==> src/rtl/uart_rx_fifo.sv <==
`default_nettype none
// ============================================================================
//  Module      : uart_rx_fifo
//  Description : Receive buffer between the UART receiver and the CPU IO page.
//                Every byte flagged by the receiver's one-cycle done pulse is
//                written into a DEPTH-entry circular FIFO. The CPU reads a
//                data-pop register and a status register; both return their
//                value on rd_data_o one cycle after the strobe (registered),
//                matching the CPU's LOAD / WAIT_DATA sequence.
//
//  Ports       : clk_i        system clock
//                reset_i      synchronous, active-high reset
//                rx_valid_i   one-cycle pulse: rx_byte_i is valid
//                rx_byte_i    received byte
//                data_strb_i  IO read strobe, data register (pops one entry)
//                stat_strb_i  IO read strobe, status register (clears overrun)
//                rd_data_o    registered read data for the last strobe
//                rx_ready_o   FIFO non-empty (derived from registered state)
//
//  Data word   : [8] valid, [7:0] byte, rest 0
//  Status word : [15:8] count, [2] overrun, [1] full, [0] not-empty, rest 0
//
//  Revision    : 1.0  initial release
// ============================================================================
module uart_rx_fifo #(
    parameter int DEPTH = 16
) (
    input  logic        clk_i,
    input  logic        reset_i,
    input  logic        rx_valid_i,
    input  logic [7:0]  rx_byte_i,
    input  logic        data_strb_i,
    input  logic        stat_strb_i,
    output logic [31:0] rd_data_o,
    output logic        rx_ready_o
);

    // Pointer width is derived from DEPTH and is not meant to be overridden.
    localparam int AW = $clog2(DEPTH);
    localparam int CW = AW + 1;

    localparam logic [CW-1:0] c_FULL_COUNT = CW'(DEPTH);
    localparam logic [AW-1:0] c_PTR_ONE    = AW'(1);
    localparam logic [CW-1:0] c_CNT_ONE    = CW'(1);

    // ------------------------------------------------------------------------
    // State
    // ------------------------------------------------------------------------
    logic [7:0]    mem_q [DEPTH];
    logic [AW-1:0] wp_q, wp_d;
    logic [AW-1:0] rp_q, rp_d;
    logic [CW-1:0] count_q, count_d;
    logic          overrun_q, overrun_d;
    logic [31:0]   rd_data_q, rd_data_d;

    // ------------------------------------------------------------------------
    // Occupancy decisions. All of them use the pre-edge count, so a push and
    // a pop in the same cycle are judged against the state before the edge.
    // ------------------------------------------------------------------------
    logic w_empty;
    logic w_full;
    logic w_pop;
    logic w_push;
    logic w_overflow;

    assign w_empty = (count_q == '0);
    assign w_full  = (count_q == c_FULL_COUNT);

    // Data strobe wins over status strobe, so a pop only needs data_strb_i.
    assign w_pop      = data_strb_i && !w_empty;

    // When full, a simultaneous pop frees the slot at rp, which equals wp,
    // so the incoming byte can still be accepted without loss.
    assign w_push     = rx_valid_i && (!w_full || w_pop);
    assign w_overflow = rx_valid_i && w_full && !w_pop;

    // ------------------------------------------------------------------------
    // Count field of the status word: count zero-extended (or truncated for
    // very deep FIFOs) into an 8-bit field.
    // ------------------------------------------------------------------------
    logic [7:0] w_count_field;

    generate
        if (CW < 8) begin : g_count_ext
            assign w_count_field = {{(8 - CW){1'b0}}, count_q};
        end else if (CW == 8) begin : g_count_direct
            assign w_count_field = count_q;
        end else begin : g_count_trunc
            assign w_count_field = count_q[7:0];
        end
    endgenerate

    logic [31:0] w_status_word;
    logic [31:0] w_data_word;

    assign w_status_word = {16'b0, w_count_field, 5'b0, overrun_q, w_full, !w_empty};

    // An empty pop returns all zeros: bit 8 clear tells firmware "no byte".
    assign w_data_word   = w_pop ? {23'b0, 1'b1, mem_q[rp_q]} : 32'h0000_0000;

    // ------------------------------------------------------------------------
    // Next-state logic
    // ------------------------------------------------------------------------
    always_comb begin
        wp_d      = wp_q;
        rp_d      = rp_q;
        count_d   = count_q;
        overrun_d = overrun_q;
        rd_data_d = rd_data_q;

        // Pointers wrap naturally because DEPTH is a power of two.
        if (w_push) begin
            wp_d = wp_q + c_PTR_ONE;
        end
        if (w_pop) begin
            rp_d = rp_q + c_PTR_ONE;
        end

        case ({w_push, w_pop})
            2'b10:   count_d = count_q + c_CNT_ONE;
            2'b01:   count_d = count_q - c_CNT_ONE;
            default: count_d = count_q;
        endcase

        // Without any strobe the read register holds its last value so the
        // CPU can sample it in WAIT_DATA at its own pace.
        if (data_strb_i) begin
            rd_data_d = w_data_word;
        end else if (stat_strb_i) begin
            rd_data_d = w_status_word;
            overrun_d = 1'b0;
        end

        // A byte lost in the same cycle as a status read must not be hidden:
        // setting the flag takes precedence over the read-to-clear.
        if (w_overflow) begin
            overrun_d = 1'b1;
        end
    end

    // ------------------------------------------------------------------------
    // State registers
    // ------------------------------------------------------------------------
    always_ff @(posedge clk_i) begin
        if (reset_i) begin
            wp_q      <= '0;
            rp_q      <= '0;
            count_q   <= '0;
            overrun_q <= 1'b0;
            rd_data_q <= 32'h0000_0000;
        end else begin
            wp_q      <= wp_d;
            rp_q      <= rp_d;
            count_q   <= count_d;
            overrun_q <= overrun_d;
            rd_data_q <= rd_data_d;
        end
    end

    // Storage array is intentionally not reset; pointers define validity.
    always_ff @(posedge clk_i) begin
        if (!reset_i && w_push) begin
            mem_q[wp_q] <= rx_byte_i;
        end
    end

    // ------------------------------------------------------------------------
    // Outputs
    // ------------------------------------------------------------------------
    assign rd_data_o  = rd_data_q;
    assign rx_ready_o = !w_empty;

endmodule
`default_nettype wire

==> config.mk <==
export PLATFORM = sky130hd
export DESIGN_NAME = uart_rx_fifo
export DESIGN_NICKNAME = d
export VERILOG_FILES = /design/src/rtl/uart_rx_fifo.sv
export SDC_FILE = /design/constraint.sdc
export NUM_CORES = 1
export LEC_CHECK = 0
export CORE_MARGIN = 2
export CORE_UTILIZATION = 58
export DETAILED_ROUTE_END_ITERATION = 10
export GPL_TIMING_DRIVEN = 0
export PLACE_DENSITY = 0.75
export SYNTH_ARGS = -nofsm -noshare
export SYNTH_HDL_FRONTEND = slang
export SYNTH_SLANG_ARGS = --single-unit
==> constraint.sdc <==
create_clock -name clk_i -period 2.9 [get_ports clk_i]
set_input_delay 0.58 -clock clk_i [delete_from_list [all_inputs] [get_ports clk_i]]
set_output_delay 0.58 -clock clk_i [all_outputs]
set_load 0.05 [all_outputs]
* Yosys cells after proc, flatten, opt, wreduce, memory -nomap -nowiden
Memory sizes are Yosys's and may differ from the RTL's. A register that Yosys moved wholly into a read port is not among the register bits.
Index checks and enable logic that the tools add are counted.
** Operators by class
- Add/subtract/negate cells :: 4
- Equality and inequality tests :: 4
- Muxes and demuxes :: 11
- Reduce and logical (&&, ||, !) cells :: 15
** Operator list (count)
- two-way mux 32 bit :: 2
- one-hot mux 5 bit (2 select lines) :: 1
- two-way mux 9 bit :: 1
- adder 4 x 1 -> 4 bit (second input constant) :: 2
- two-way mux 4 bit :: 2
- nonzero test 2 bit :: 3
- adder 5 x 1 -> 5 bit (second input constant) :: 1
- == test 5 bit (second input constant) :: 1
- logical AND 1 bit :: 5
- zero test 5 bit :: 1
- two-way mux 1 bit :: 5
- subtractor 5 x 1 -> 5 bit (second input constant) :: 1
- zero test 1 bit :: 4
- == test 2 x 1 -> 1 bit (second input constant) :: 1
- == test 2 bit (second input constant) :: 1
- != test 2 x 1 -> 1 bit (second input constant) :: 1
- AND reduction 2 bit :: 1
- logical OR 1 bit :: 1
** Storage, ports and cells
- Register bits :: 46
- Bits in writable memories :: 128
- Output and inout bits :: 33
- Word-level logic and storage cells :: 40
- Memories :: 1
** Memory list
- mem_q :: words 16, width 8, rd ports 1, clocked after Yosys merged registers in 1, wr ports 1, line 49 : logic [7:0] mem_q [DEPTH];

* Longest topological paths before layout
Gate-level depths: netlist (run 1).
- Depth in word-level cells :: 8
- Mapped depth :: 10

* Worst setup path after synthesis (run 1)
No wires, ideal clock.
- Path kind :: reg2reg
- Start :: reg count_q[0]
- End :: reg count_q[4]
- Arrival :: 2487 ps
- Data required time :: 2821 ps
- Setup slack :: 334 ps
- Stages on the path, launching flop included :: 11
- Path buffers :: 2
- Clock period less this slack :: 2566 ps
- Cells stage by stage :: dfxtp_1 > buf_6 > or4_4 > buf_6 > o21ai_4 > o21ai_0 > ha_1 > nor4b_1 > nand3_1 > a22o_1 > a211oi_2
** Between the ends
- Cells in the longest elaborated chain, start to end :: 7
- Elaborated cells on any way between the ends :: 13
- Those cells by class :: 2 x add/sub; 3 x eq/ne; 1 x mux; 7 x reduce/logical
** RTL lines
- start: declaration :: line 52 : logic [CW-1:0] count_q, count_d;
- start signal: assignment :: line 154 : count_q <= count_d;
- zero test 5 bit :: line 66 : assign w_empty = (count_q == '0);
- zero test 1 bit :: line 70 : assign w_pop = data_strb_i && !w_empty;
- logical AND 1 bit :: line 70
- logical OR 1 bit :: line 74 : assign w_push = rx_valid_i && (!w_full || w_pop);
- logical AND 1 bit :: line 74
- == test 2 x 1 -> 1 bit or == test 2 bit (tied branches) :: line 119 : case ({w_push, w_pop})
- one-hot mux 5 bit (2 select lines) or nonzero test 2 bit (tied branches)
Parallel ways exist; a longest one is shown, timed or not.
A chain may end at the register's enable or synchronous reset.

* Worst setup path in the final report (run 1)
Ends and elaborated chain as after synthesis.

==> flow_metrics.py, run 1 <==
metrics = {
    "critical_path": {
        "start_kind": "flip-flop",
        "cp_slowest_stage_delay_ns": 0.57,
        "worstPathArrival_ns": 3.20,
        "required_ns": 3.36,
        "cpMaxStageDelayCell": "or4_4",
        "cp_common_cell": "buf_6",
        "cp_num_buf_inv": 2,
        "worstPathCellList": "buf_6 > or4_4 > buf_6 > o21ai_4 > o21ai_0 > ha_1 > nor4b_2 > nand3_1 > a22o_1 > a211oi_2",
        "path_delay_family": "simple AND/OR/NAND/NOR gates",
        "end_kind": "flip-flop",
        "cp_max_fo": 10,
        "critPathKind": "flip-flop to flip-flop",
    },
    "die": {
        "core-area_sq_um": 10900,
        "start_util_pct": 59.9,
        "die_area_sq_um": 12100,
        "row_count": 38,
        "io_pins": 46,
        "die_width_um": 110,
        "die_h_um": 110,
    },
    "clock_network": {
        "clk_path_buf_depth": 2,
        "cts_tree": "yes",
        "htree_levels": 4,
        "cts-root-buf": "clkbuf_8",
        "numCtsBuffers": 17,
        "postCtsSetupRepairBufs": 0,
        "cts_num_sinks": 159,
        "clk_latency_ns": 0.54,
        "clk_pin_slew_ns": 0.07,
    },
    "synth": {
        "ys_seq_area_share_pct": 68.5,
        "synth_cells": 401,
        "netlist_area_sq_um": 6520,
        "synth_area_leader_cell": "edfxtp_1",
        "ys_ff_latch": 159,
        "synth.area.top_cells": "edfxtp_1 (59%), mux4_2 (10%), dfxtp_1 (9.5%)",
        "avgSynthCellArea_sq_um": 16.3,
        "synth_most_common_cell": "edfxtp_1",
        "synthArstFlopShare_pct": 0,
        "synth_top_area_share_pct": 58.9,
        "ys_types": 52,
        "yosys-top-cells-count": "edfxtp_1 (128), nor2_1 (36), dfxtp_1 (31)",
        "yosysWarnings": 0,
        "ys.flop_type": "edfxtp_1",
        "synth_edf_count": 128,
    },
    "sta": {
        "rsz0062_at_grt": "false",
        "drv_slew": 0,
        "tightest_slew_ns": 1.09,
        "relSlewSlack_pct": 27.0,
        "setup_viol": 0,
        "period_share_pct": 94.5,
        "fmax_ghz": 0.365,
        "clock_skew_ns": 0.00947,
        "period_minus_slack_ns": 2.74,
        "hold_viol_final": 0,
        "tns_ns": 0,
    },
    "finish": {
        "diodes": 0,
        "ff_latch_area_sq_um": 4460,
        "drive_above_1_share_pct": 21.4,
        "fin_cells": 612,
        "multiInputGateArea_sq_um": 1850,
        "final_cell_area_sq_um": 7600,
        "fill_cells": 725,
        "nets": 478,
        "area_growth_pct": 16.5,
    },
    "routing": {
        "routed-via-count": 3670,
        "drtAntennaViolNets": 0,
        "drt_iter0_markers": 333,
        "dr.pass1.iters": 5,
        "wirelength_um": 13400,
        "vias_per_cell": 6.00,
        "remaining_drc_errors": 0,
        "wl_per_cell_um": 22.0,
    },
    "power": {
        "vdd_drop_max_mv": 0.564,
        "powerDensity_nw_per_um2": 737,
        "power_w": 0.00560,
        "p_leak_nw": 2.55,
    },
    "placement": {
        "post-place-cells": 581,
        "io_buffers": 22,
        "dpl_cell_area_sq_um": 6980,
        "gp_congestion": 0.789,
        "dpl.hpwl_um": 8630,
    },
    "global_route": {
        "grt_max_degree": 17,
        "grt_pass1_wl_um": 20100,
        "antenna_found_initial": 0,
        "grt_pass1_vias": 3532,
        "overflow": 0,
        "gr-usage-all-layers_pct": 24.1,
    },
    "job": {
        "maxCapViolCount": 0,
    },
    "run_status": {
        "outcome": "completed",
    },
    "min_path": {
        "hp-class": "flip-flop to flip-flop",
    },
}
## kinds of logic after synthesis
| logic type | share of synthesized area, % |
|---|---|
| buffers and inverters | 4.34 |
| AOI/OAI and AO/OA | 6.75 |
| muxes | 12.4 |
| xor gates and xnor gates | 0.672 |
| other | 0.0575 |
| DFF | 68.5 |
| adders and majority gates | 1.15 |
| and+or+nand+nor | 6.22 |
## state kept, by name, indices dropped and copies added (netlist names), named ones only
register,cells
count_q,5
mem_q,128
overrun_q,1
rd_data_o,13
rp_q,4
wp_q,4
## report_power, final
group	switching (W)	internal (W)	leakage (nW)
Combinational	0.000456	0.000304	0.857
Clock	0.000889	0.00141	0.286
Sequential	0.0000307	0.00251	1.41
Total	0.00138	0.00422	2.55
## stage by stage
stage / utilization [%] / hold WS, ns / setup slack, ns
CTS: 69.7 / 0.498 / 0.0175
global placement: 64.1 / 0.468 / 0.0470
finish: 69.8 / 0.498 / 0.159
detailed placement: 64.1 / 0.488 / 0.00240
global route: 69.8 / 0.523 / 0.0354
floorplan: - / 0.454 / 0.334
## cells in the final DEF (no fill, tap or decap), types with 2 or more instances in the layout
cell type	n
inv_6	2
edfxtp_1	128
nand4_1	3
nand2_1	15
a22oi_1	12
xor2_1	3
a32o_1	5
buf_4	21
nand3_1	8
clkinv_4	3
nor2b_1	4
clkbuf_1	11
nor2_1	36
buf_2	7
dfxtp_1	31
o21ai_0	3
clkbuf_16	16
mux2i_1	13
nand2b_1	4
clkinvlp_4	2
buf_6	2
clkdlybuf4s50_1	21
a21o_1	4
ha_1	6
nand3b_1	2
nor3_1	6
conb_1	19
o211ai_1	2
bufinv_16	4
xnor2_1	2
a21oi_1	9
mux4_2	30
inv_1	7
o21a_1	4
## routing by layer
metal / track usage, % / vias up / routed length [um]
met3: 5.70 / 15 / 809
met4: 8.77 / 0 / 148
met5: 0 / - / 0
met2: 38.4 / 139 / 6800
met1: 32.8 / 1876 / 5690
li1: - / 1640 / -
## worst register-to-register path: cells and delay by family, from the launching register on
family                   cells  cell delay (ns)
adder cells (fa/ha/maj)      1             0.23
flip-flops                   1             0.32
AND/OR/NAND/NOR              3             1.03
AO/OA/AOI/OAI                4             0.76
buffers and inverters        2             0.32
## repair_timing
action                                  CTS  global route
cloned                                    0             0
gates resized for setup                   0             2
endpoints found under the setup margin    1             3
hold buffers                              0             0
## area by class of cell
| class | count | area share [%] |
|---|---|---|
| sequential | 159 | 58.8 |
| multi-input combinational | 212 | 24.3 |
| clock buffer | 20 | 5.60 |
| buffer | 39 | 3.28 |
| timing repair buffer | 22 | 2.93 |
| clock inverter | 12 | 2.42 |
| tap | 140 | 2.31 |
| inverter | 8 | 0.395 |
## worst paths after layout
kind	endpoint	start	slack, ns	cells after the start
max	count_q[4]	count_q[0]	0.16	10
min	rd_data_o[6]	rd_data_o[6]	0.50	1
max reg2reg	count_q[4]	count_q[0]	0.16	10
min reg2reg	rd_data_o[6]	rd_data_o[6]	0.50	1
Note: power is estimated with default switching activity, not from simulation.
==> inputs of run 2 (changes only) <==
--- a/config.mk
+++ b/config.mk
@@ -6,10 +6,10 @@
 export NUM_CORES = 1
 export LEC_CHECK = 0
 export CORE_MARGIN = 2
-export CORE_UTILIZATION = 58
+export CORE_UTILIZATION = 60
 export DETAILED_ROUTE_END_ITERATION = 10
 export GPL_TIMING_DRIVEN = 0
-export PLACE_DENSITY = 0.75
+export PLACE_DENSITY = 0.77
 export SYNTH_ARGS = -nofsm -noshare
 export SYNTH_HDL_FRONTEND = slang
 export SYNTH_SLANG_ARGS = --single-unit
==> constraint.sdc (replaced) <==
create_clock -name clk_i -period 3.5 [get_ports clk_i]
set_input_delay 0.7 -clock clk_i [delete_from_list [all_inputs] [get_ports clk_i]]
set_output_delay 0.7 -clock clk_i [all_outputs]
set_load 0.05 [all_outputs]
==> run 2 against run 1 <==
  * Die area shrank 3.2%
  * Clock skew down 0.0024 ns
  * Utilization up 1.0 points
  * Sequential share of layout area grew 0.20 points
  * Total power shrank 18%
  * First-iteration DRC count fell by 18%
  * Routed wire length is 2.9% lower
  * Largest power group unchanged
  * Highest routed layer unchanged
==> flow_metrics.py, run 2 (synthesis results as in run 1) <==
metrics = {
    "sta": {
        "period_minus_slack_ns": 3.13,
        "clock_skew_ns": 0.00712,
        "rsz0062_at_grt": "false",
        "fmax_ghz": 0.320,
        "drv_slew": 0,
        "hold_viol_final": 0,
        "setup_viol": 0,
        "tightest_slew_ns": 1.09,
        "relSlewSlack_pct": 26.9,
        "holdWs_ns": 0.513,
        "period_share_pct": 89.4,
        "tns_ns": 0,
    },
    "critical_path": {
        "required_ns": 2.80,
        "cp_max_fo": 10,
        "end_kind": "primary output",
        "worstPathArrival_ns": 2.43,
        "start_kind": "flip-flop",
        "critPathKind": "flip-flop to primary output",
        "rrSetupSlack_ns": 0.50,
    },
    "clock_network": {
        "cts-resized-gates": 0,
        "clk_pin_slew_ns": 0.06,
        "postCtsSetupRepairBufs": 0,
        "clk_path_buf_depth": 2,
        "cts_num_sinks": 159,
        "clk_latency_ns": 0.54,
        "htree_levels": 4,
        "numCtsBuffers": 17,
        "cts-root-buf": "clkbuf_8",
        "cts_tree": "yes",
        "cts_hold_buf": 0,
    },
    "finish": {
        "layout_commonest_cell": "edfxtp_1",
        "final_cell_mix": "edfxtp_1 (128), nor2_1 (36), dfxtp_1 (31)",
        "largest_reg_flops": 128,
        "area_growth_pct": 16.1,
        "final_util_pct": 70.8,
        "nets": 479,
        "ff_latch_area_sq_um": 4460,
        "fill_cells": 706,
        "diodes": 0,
        "drive_above_1_share_pct": 20.8,
        "multiInputGateArea_sq_um": 1840,
        "fin_cells": 612,
        "largest_register": "mem_q",
    },
    "global_route": {
        "grt_pass1_wl_um": 20100,
        "gr-usage-all-layers_pct": 24.3,
        "antenna_found_initial": 0,
        "overflow": 0,
        "grt_pass1_vias": 3684,
        "grt_max_degree": 17,
    },
    "routing": {
        "remaining_drc_errors": 0,
        "routed-via-count": 3717,
        "wirelength_um": 13100,
        "wl_per_cell_um": 21.3,
        "dr.pass1.iters": 5,
        "vias_per_cell": 6.07,
        "drt_iter0_markers": 274,
        "drtAntennaViolNets": 0,
    },
    "die": {
        "io_pins": 46,
        "die_width_um": 108,
        "row_count": 38,
        "start_util_pct": 61.0,
        "die_h_um": 108,
        "core-area_sq_um": 10700,
        "die_area_sq_um": 11700,
    },
    "run_status": {
        "outcome": "completed",
    },
    "job": {
        "maxCapViolCount": 0,
    },
    "power": {
        "p_switching_w": 0.00110,
        "p_leak_nw": 2.53,
        "powerDensity_nw_per_um2": 604,
        "vdd_drop_max_mv": 0.436,
        "clkPwrFrac_pct": 40.3,
        "power.internal_w": 0.00348,
        "pwr-share-seq_pct": 46.1,
        "switching_share_pct": 24.0,
        "combPwrFrac_pct": 13.7,
    },
    "placement": {
        "io_buffers": 22,
        "post-place-cells": 581,
        "dpl.hpwl_um": 8600,
        "gp_congestion": 0.805,
    },
    "min_path": {
        "hp-class": "flip-flop to flip-flop",
    },
}
==> run 2: cell count changes in the layout (fill, tap and decap cells not counted), sizes merged <==
cell / previous run / this run
clkinv: 4 / 6
clkbuf: 28 / 27
clkdlybuf4s50: 21 / 22
dlymetal6s2s: 1 / 0
inv: 9 / 8
==> run 2: final cells by class <==
cell class	instances	share of cell area, %
repair buffers	22	2.91
clock inverters	13	2.25
clock buffers	18	5.52
well taps	140	2.31
inverters	8	0.397
flip-flops and latches	159	59.0
plain buffers	40	3.34
multi-input cells	212	24.3
==> run 2: worst max-delay path, stage by stage (launching register included) <==
cell	delay (ns)
dfxtp_1	0.31
clkbuf_1	0.43
inv_1	0.23
nand3_1	0.11
clkdlybuf4s50_1	0.80
==> run 2: power by group through the flow <==
stage / Combinational (W) / Clock, W / Sequential [W]
floorplan: 0.000432 / 0 / 0.00218
global placement: 0.000608 / 0 / 0.00214
detailed placement: 0.000621 / 0 / 0.00215
CTS: 0.000626 / 0.00185 / 0.00211
global route: 0.000672 / 0.00192 / 0.00211
finish: 0.000624 / 0.00184 / 0.00211
==> run 2: final timing paths <==
| check | from | to | cells after the start |
|---|---|---|---|
| max | count_q[4] | rx_ready_o | 4 |
| min | rd_data_o[4] | rd_data_o[4] | 1 |
| min reg2reg | rd_data_o[4] | rd_data_o[4] | 1 |
| max reg2reg | count_q[0] | count_q[4] | 10 |
==> run 2: stage by stage <==
stage	cell area (sq um)	total power (W)	setup slack [ns]
after global routing	7570	0.00471	0.222
after global placement	6980	0.00275	0.636
final	7570	0.00457	0.372
after CTS	7570	0.00458	0.372
after floorplan	6590	0.00261	0.934
after detailed placement	6980	0.00277	0.550
==> run 2: layer usage <==
metal  track usage [%]  vias up  wire length [um]
met2              38.0      163              6440
met5                 0        -                 0
met4              8.79        0               271
met3              6.93       27               899
met1              33.0     1887              5450
li1                  -     1640                 -
